**config.mk**
```make
export PLATFORM = sky130hd
export DESIGN_NAME = dmem_arbiter
export DESIGN_NICKNAME = d
export VERILOG_FILES = /design/src/rtl/dmem_arbiter.sv
export SDC_FILE = /design/constraint.sdc
export NUM_CORES = 1
export LEC_CHECK = 0
export ABC_CLOCK_PERIOD_IN_PS = 1800
export CAP_MARGIN = 25
export CORE_AREA = 2 2 104 106
export DETAILED_ROUTE_END_ITERATION = 7
export DIE_AREA = 0 0 106 108
export MAX_ROUTING_LAYER = met4
export PLACE_DENSITY = 0.71
export SLEW_MARGIN = 30
export SYNTH_ARGS = -nofsm -noshare
export SYNTH_HDL_FRONTEND = slang
export SYNTH_SLANG_ARGS = --single-unit
```
**constraint.sdc**
```tcl
create_clock -name clock -period 1.8 [get_ports clock]
set_clock_uncertainty 0.1 [all_clocks]
set_input_delay 0.36 -clock clock [delete_from_list [all_inputs] [get_ports clock]]
set_output_delay 0.36 -clock clock [all_outputs]
set_load 0.01 [all_outputs]
```
**src/rtl/dmem_arbiter.sv**
```systemverilog
// Round-robin arbiter sharing one single-port byte-enabled data memory between
// the core LSU (port A) and debug/DMA (port B), with a timed bus lock.
module dmem_arbiter #(
    parameter int unsigned ADDR_W   = 15,
    parameter int unsigned LOCK_MAX = 16
) (
    input  logic              clock,
    input  logic              reset_n,
    input  logic              a_req,
    input  logic              b_req,
    input  logic              a_we,
    input  logic              b_we,
    input  logic [ADDR_W+1:0] a_addr,
    input  logic [ADDR_W+1:0] b_addr,
    input  logic [3:0]        a_be,
    input  logic [3:0]        b_be,
    input  logic [31:0]       a_wdata,
    input  logic [31:0]       b_wdata,
    input  logic              a_lock,
    input  logic              b_lock,
    output logic              a_gnt,
    output logic              b_gnt,
    output logic              a_rvalid,
    output logic              b_rvalid,
    output logic [31:0]       a_rdata,
    output logic [31:0]       b_rdata,
    output logic              a_lock_err,
    output logic              b_lock_err,
    output logic [ADDR_W-1:0] mem_address,
    output logic [3:0]        mem_byteena,
    output logic [31:0]       mem_data,
    output logic              mem_wren,
    input  logic [31:0]       mem_q
);

    localparam int unsigned CNT_W = $clog2(LOCK_MAX + 1);

    typedef enum logic {LK_FREE, LK_HELD} lock_state_t;
    typedef enum logic {OWN_A, OWN_B}     port_t;

    lock_state_t      r_lock_state, w_lock_state_nxt;
    port_t            r_lock_owner, w_lock_owner_nxt;
    logic [CNT_W-1:0] r_lock_cnt,   w_lock_cnt_nxt;
    port_t            r_last_gnt;
    logic             r_a_rvalid, r_b_rvalid;

    logic  w_a_gnt, w_b_gnt, w_any_gnt;
    logic  w_sel_we, w_sel_lock, w_expire;
    port_t w_gnt_port;

    always_comb begin
        w_a_gnt = 1'b0;
        w_b_gnt = 1'b0;
        if (r_lock_state == LK_HELD) begin
            w_a_gnt = a_req && (r_lock_owner == OWN_A);
            w_b_gnt = b_req && (r_lock_owner == OWN_B);
        end else if (a_req && b_req) begin
            w_a_gnt = (r_last_gnt == OWN_B);
            w_b_gnt = (r_last_gnt == OWN_A);
        end else begin
            w_a_gnt = a_req;
            w_b_gnt = b_req;
        end
    end

    assign w_any_gnt  = w_a_gnt | w_b_gnt;
    assign w_gnt_port = w_b_gnt ? OWN_B : OWN_A;

    // Port A's fields are presented whenever B is not granted, including idle.
    assign w_sel_we    = w_b_gnt ? b_we   : a_we;
    assign w_sel_lock  = w_b_gnt ? b_lock : a_lock;
    assign mem_address = w_b_gnt ? b_addr[ADDR_W+1:2] : a_addr[ADDR_W+1:2];
    assign mem_data    = w_b_gnt ? b_wdata : a_wdata;
    assign mem_byteena = w_sel_we ? (w_b_gnt ? b_be : a_be) : 4'b1111;
    assign mem_wren    = reset_n & w_any_gnt & w_sel_we;

    assign w_expire = (r_lock_state == LK_HELD) && (r_lock_cnt == CNT_W'(LOCK_MAX - 1));

    always_comb begin
        w_lock_state_nxt = r_lock_state;
        w_lock_owner_nxt = r_lock_owner;
        w_lock_cnt_nxt   = r_lock_cnt;
        if (r_lock_state == LK_HELD) begin
            if (r_lock_cnt != '1)
                w_lock_cnt_nxt = r_lock_cnt + 1'b1;
            if (w_expire || (w_any_gnt && !w_sel_lock))
                w_lock_state_nxt = LK_FREE;
        end
        // A locking request granted in the expiry cycle does not re-take the lock.
        if (w_any_gnt && w_sel_lock && !w_expire) begin
            w_lock_state_nxt = LK_HELD;
            w_lock_owner_nxt = w_gnt_port;
            w_lock_cnt_nxt   = '0;
        end
    end

    always_ff @(posedge clock or negedge reset_n) begin
        if (!reset_n) begin
            r_lock_state <= LK_FREE;
            r_lock_owner <= OWN_A;
            r_lock_cnt   <= '0;
            r_last_gnt   <= OWN_B;
            r_a_rvalid   <= 1'b0;
            r_b_rvalid   <= 1'b0;
        end else begin
            r_lock_state <= w_lock_state_nxt;
            r_lock_owner <= w_lock_owner_nxt;
            r_lock_cnt   <= w_lock_cnt_nxt;
            if (w_any_gnt)
                r_last_gnt <= w_gnt_port;
            r_a_rvalid <= w_a_gnt && !a_we;
            r_b_rvalid <= w_b_gnt && !b_we;
        end
    end

    assign a_gnt      = w_a_gnt;
    assign b_gnt      = w_b_gnt;
    assign a_rvalid   = r_a_rvalid;
    assign b_rvalid   = r_b_rvalid;
    assign a_rdata    = mem_q;
    assign b_rdata    = mem_q;
    assign a_lock_err = w_expire && (r_lock_owner == OWN_A);
    assign b_lock_err = w_expire && (r_lock_owner == OWN_B);

endmodule

```
======== Yosys cells after proc, flatten, opt, wreduce, memory -nomap -nowiden ========
Cells that the tools add are included.
storage, ports and cells
  bits of input ports ..................... 146
  flip-flop bits (word level) ............. 10
  output and inout bits ................... 122
  logic and storage cells ................. 50
cells by class
  bitwise logic cells ..................... 5
  reductions and logical operators ........ 19
  $add $sub $neg .......................... 1
  multiplexer cells ....................... 17
  equal/unequal tests ..................... 2
operator list
  kind                                                             number
  32-bit 2-to-1 mux                                                1
  15-bit 2-to-1 mux                                                1
  5-bit 2-to-1 mux                                                 3
  1-bit logical AND                                                11
  1-bit 2-to-1 mux                                                 10
  4-bit 2-to-1 mux                                                 2
  5-bit by 1-bit adder with 5-bit output, second input constant    1
  5-bit by 4-bit == test with 1-bit output, second input constant  1
  5-bit inequality test, second input constant                     1
  1-bit logical NOT                                                4
  2-bit nonzero test                                               2
  1-bit bitwise AND                                                2
  1-bit NOT                                                        2
  2-bit AND reduction                                              1
  1-bit logical OR                                                 1
  1-bit bitwise OR                                                 1

======== Longest topological paths before layout ========
  word-level depth ........................ 10
  depth in mapped cells ................... 7

======== Worst setup path after synthesis ========
OpenSTA, ideal clock, no wires.
  path kind ............................... register to register
  from .................................... register r_lock_cnt[0]
  to ...................................... register r_lock_cnt[3]
  arrival time ............................ 1.723 ns
  period minus slack after synthesis ...... 1.910 ns
  stages on the path, launching flop included .. 7
  setup slack ............................. -0.110 ns
  cells stage by stage .................... dfrtp_1 > ha_1 > and3_1 > ha_1 > nand2b_1 > or3_1 > a211oi_2
on the way
  cells in the longest elaborated chain, start to end .. 6
  elaborated cells on any way between the ends .. 12
ends and longest elaborated chain
  what                                                                                            RTL line  text
  from (decl)                                                                                     43        logic [CNT_W-1:0] r_lock_cnt, w_lock_cnt_nxt;
  from (signal assigned)                                                                          108       r_lock_cnt <= w_lock_cnt_nxt;
  parallel branches: the longest is 6 deep, another holds 5-bit by 1-bit adder with 5-bit output  --
Parallel ways; which one is timed is not known. The select of a mux whose other input is x is not followed.
A chain may end at the register's enable or synchronous reset.

======== Final worst setup path ========
  from .................................... register r_last_gnt
  to ...................................... output port mem_address[11]
on the way
  cells in the longest elaborated chain, start to end .. 4
ends and longest elaborated chain
  what                    RTL line  text
  from (decl)             44        port_t r_last_gnt;
  from (signal assigned)  110       r_last_gnt <= w_gnt_port;
  1-bit NOT               59        w_b_gnt = (r_last_gnt == OWN_A);
  1-bit 2-to-1 mux        57        end else if (a_req && b_req) begin
  1-bit 2-to-1 mux        54        if (r_lock_state == LK_HELD) begin
  15-bit 2-to-1 mux       72        assign mem_address = w_b_gnt ? b_addr[ADDR_W+1:2] : a_addr[ADDR_W+1:2];
  to (decl)               29        output logic [ADDR_W-1:0] mem_address,
Every way passes these cells.

==> out/results.ini <==
[run_status]
outcome=complete, but fails checks
violations=setup timing

[clock_tree]
clkSinkCount=10
clock_latency_ns=0.24
htreeDepth=1
clk_path_buf_depth=2
tritoncts=yes
hold_buffers=0
clockRootBuffer=clkbuf_8
cts_buffers=3
clk_pin_slew_worst_paths_ns=0.05

[placed_design]
hpwl_um=5960
place_congestion=0.694
dp_worst_setup_slack_ns=-0.932
dp.cells=447
io_buffers=167

[timing]
hold_slack_ns=0.366
rsz0062_at_grt=yes
finalSetupViolCount=62
hold_violations=0
timing.fmax_mhz=435
setup_ws_ns=-0.499
fin_crit_ns=2.30
worst_pin_slew_ns=0.329
post-route-period-util=1.28
relSlewSlack=0.778
drv_slew=0

[worst_setup_path]
cp_num_buf_inv=4
path_class=reg -> out
r2r_end=r_lock_cnt[1]$_DFFE_PN0P_
cp_cell_sequence=nand3b_1 > nand3_4 > buf_6 > buf_12 > clkbuf_16 > mux2_4 > buf_6
rrSetupSlack_ns=-0.12
r2r-start=r_last_gnt$_DFFE_PN1P_
cp-endpoint=mem_address[11]
cp_max_fo=6
worstPathRequired_ns=1.34
cp-end-kind=primary output
start_kind=register
r2r_cells=8
cp_num_cells=7
crit_slowest_cell=dfstp_2
critical_path.max_stage_delay_ns=0.53
critPathTopFamily=flip-flops
startpoint=r_last_gnt$_DFFE_PN1P_
crit_top_cell=buf_6
arrival_ns=1.84

[drt]
ant_nets=0
drc=0
vias=1940
drt-total-wl_um=7900
first_pass_iters=4
wl_per_cell_um=16.5
routed_via_density=4.06
drt_iter0_markers=41

[die]
ioPinCount=268
die_w_um=106
die_y_um=108
fp-row-count=37
core_area_mm2=0.0102
die_area_mm2=0.0114
start_util=0.172

[final_layout]
drive_gt1_frac=0.531
syn_to_final_growth_pct=125
nets=491
final_cells=478

[logic_synthesis]
syn_area_per_cell_um2=9.23
synth_edf_count=0
synth_cell_types=35
synth_warnings=0
syn_area_mm2=0.00176
synth-seq-cells=10
ys.flop_type=dfrtp_1
syn-num-nets=340
yosysSeqAreaShare=0.143
netlist_instances=191
async_flop_share=1.00

[job]
cap_violations=0

[pwr]
ir_worst_vdd_mv=0.706
p_leak_nw=1.84
p_per_area_mw_per_mm2=924

[global_route]
grt_max_degree=14
grt_use_total=0.124
gr-total-overflow=0
antenna_found_initial=1
grt_pass1_wl_um=10900
grt_pass1_vias=2022

[worst_hold_path]
hold_class=in -> async

==> how the worst min path moves through the flow <==
stage | start | cells past startpoint | endpoint | slack [ns]
final | reset_n | 2 | r_lock_cnt[2]$_DFFE_PN0P_ | 0.37
after global routing | reset_n | 2 | r_lock_cnt[2]$_DFFE_PN0P_ | 0.40
after CTS | reset_n | 2 | r_lock_cnt[2]$_DFFE_PN0P_ | 0.39
after detailed placement | r_last_gnt$_DFFE_PN1P_ | 2 | r_last_gnt$_DFFE_PN1P_ | 0.54
after global placement | r_lock_cnt[3]$_DFFE_PN0P_ | 3 | r_lock_cnt[3]$_DFFE_PN0P_ | 0.54
after floorplan | reset_n | 0 | a_rvalid$_DFF_PN0_ | -0.04
==> what timing repair did <==
action | CTS | global route
pin swaps | 16 | 8
endpoints found under the setup margin | 62 | 63
cloned | 2 | 3
buffers inserted | 22 | 5
gates resized for setup | 288 | 33
==> stage by stage <==
stage / power, mW / setup TNS (ns) / cell area, µm² / util
CTS: 3.50 / -23.49 / 3870 / 0.378
floorplan: 1.74 / -1.39 / 1970 / -
global route: 3.87 / -28.41 / 3970 / 0.388
detailed placement: 2.70 / -48.76 / 3440 / 0.337
global placement: 2.65 / -46.73 / 3440 / 0.337
finish: 3.67 / -24.14 / 3970 / 0.388
==> synthesized netlist by cell type, types with 2 or more instances <==
library cell,count,area [µm²]
nand4_1,3,18.8
xor2_1,2,17.5
nand2_1,3,11.3
ha_1,3,37.5
nand3_1,2,10.0
nand3b_1,2,15.0
o21ai_0,2,10.0
inv_1,6,22.5
dfrtp_1,9,225
nand2b_1,2,12.5
nor2b_1,9,56.3
mux2i_1,5,50.1
nor3_1,4,20.0
buf_4,69,518
nor2_1,4,15.0
mux2_1,11,124
mux2_2,37,417
==> logic make-up after synthesis <==
kind of cell             Yosys count  synth area share
buffers and inverters             77             0.316
multiplexers                      53             0.335
AND/OR/NAND/NOR                   36             0.133
AO/OA/AOI/OAI                     10            0.0419
flip-flops                        10             0.143
adder cells (fa/ha/maj)            3            0.0213
XOR/XNOR                           2           0.00994
==> power by group <==
part	internal [mW]	switching, mW	total, mW
registers	0.309	0.0474	0.356
clock network	0.193	0.0908	0.283
logic	1.90	1.13	3.03
==> state kept, by name, indices dropped and copies added, names as in the netlist <==
name and flops:
a_rvalid 1, b_rvalid 1, r_last_gnt 1, r_lock_cnt 5, r_lock_owner 1, r_lock_state 1
==> per-layer routing <==
layer,wire (µm),share of wire,vias up,track usage
met5,0,0,-,-
met4,42,0.0053,0,0.0226
met3,915,0.12,8,0.0573
met2,4080,0.52,139,0.221
met1,2870,0.36,898,0.128
li1,-,-,895,-
==> cell type report <==
| cell class | count | area [µm²] |
|---|---|---|
| clock buffer | 4 | 55.1 |
| timing repair buffer | 217 | 2210 |
| antenna | 1 | 2.50 |
| inverter | 6 | 22.5 |
| sequential | 10 | 251 |
| fill | 999 | 6260 |
| multi-input combinational | 104 | 1260 |
| tap | 136 | 170 |
==> layout by cell type, fill, tap and decap left out, types with 2 or more instances in the layout <==
cell type / count
nor2_1: 3
clkdlybuf4s50_1: 109
nand3b_1: 2
nand3_4: 2
xor2_1: 2
buf_4: 32
buf_12: 4
buf_2: 11
inv_1: 5
nand2_1: 2
nand4_1: 3
buf_6: 55
dfrtp_1: 9
mux2i_1: 5
mux2_4: 48
ha_4: 2
nor3_2: 2
o21ai_0: 2
nor2b_1: 9
clkbuf_16: 3
nor3_4: 2
clkbuf_8: 4
Note: power is estimated with default switching activity, not from simulation.
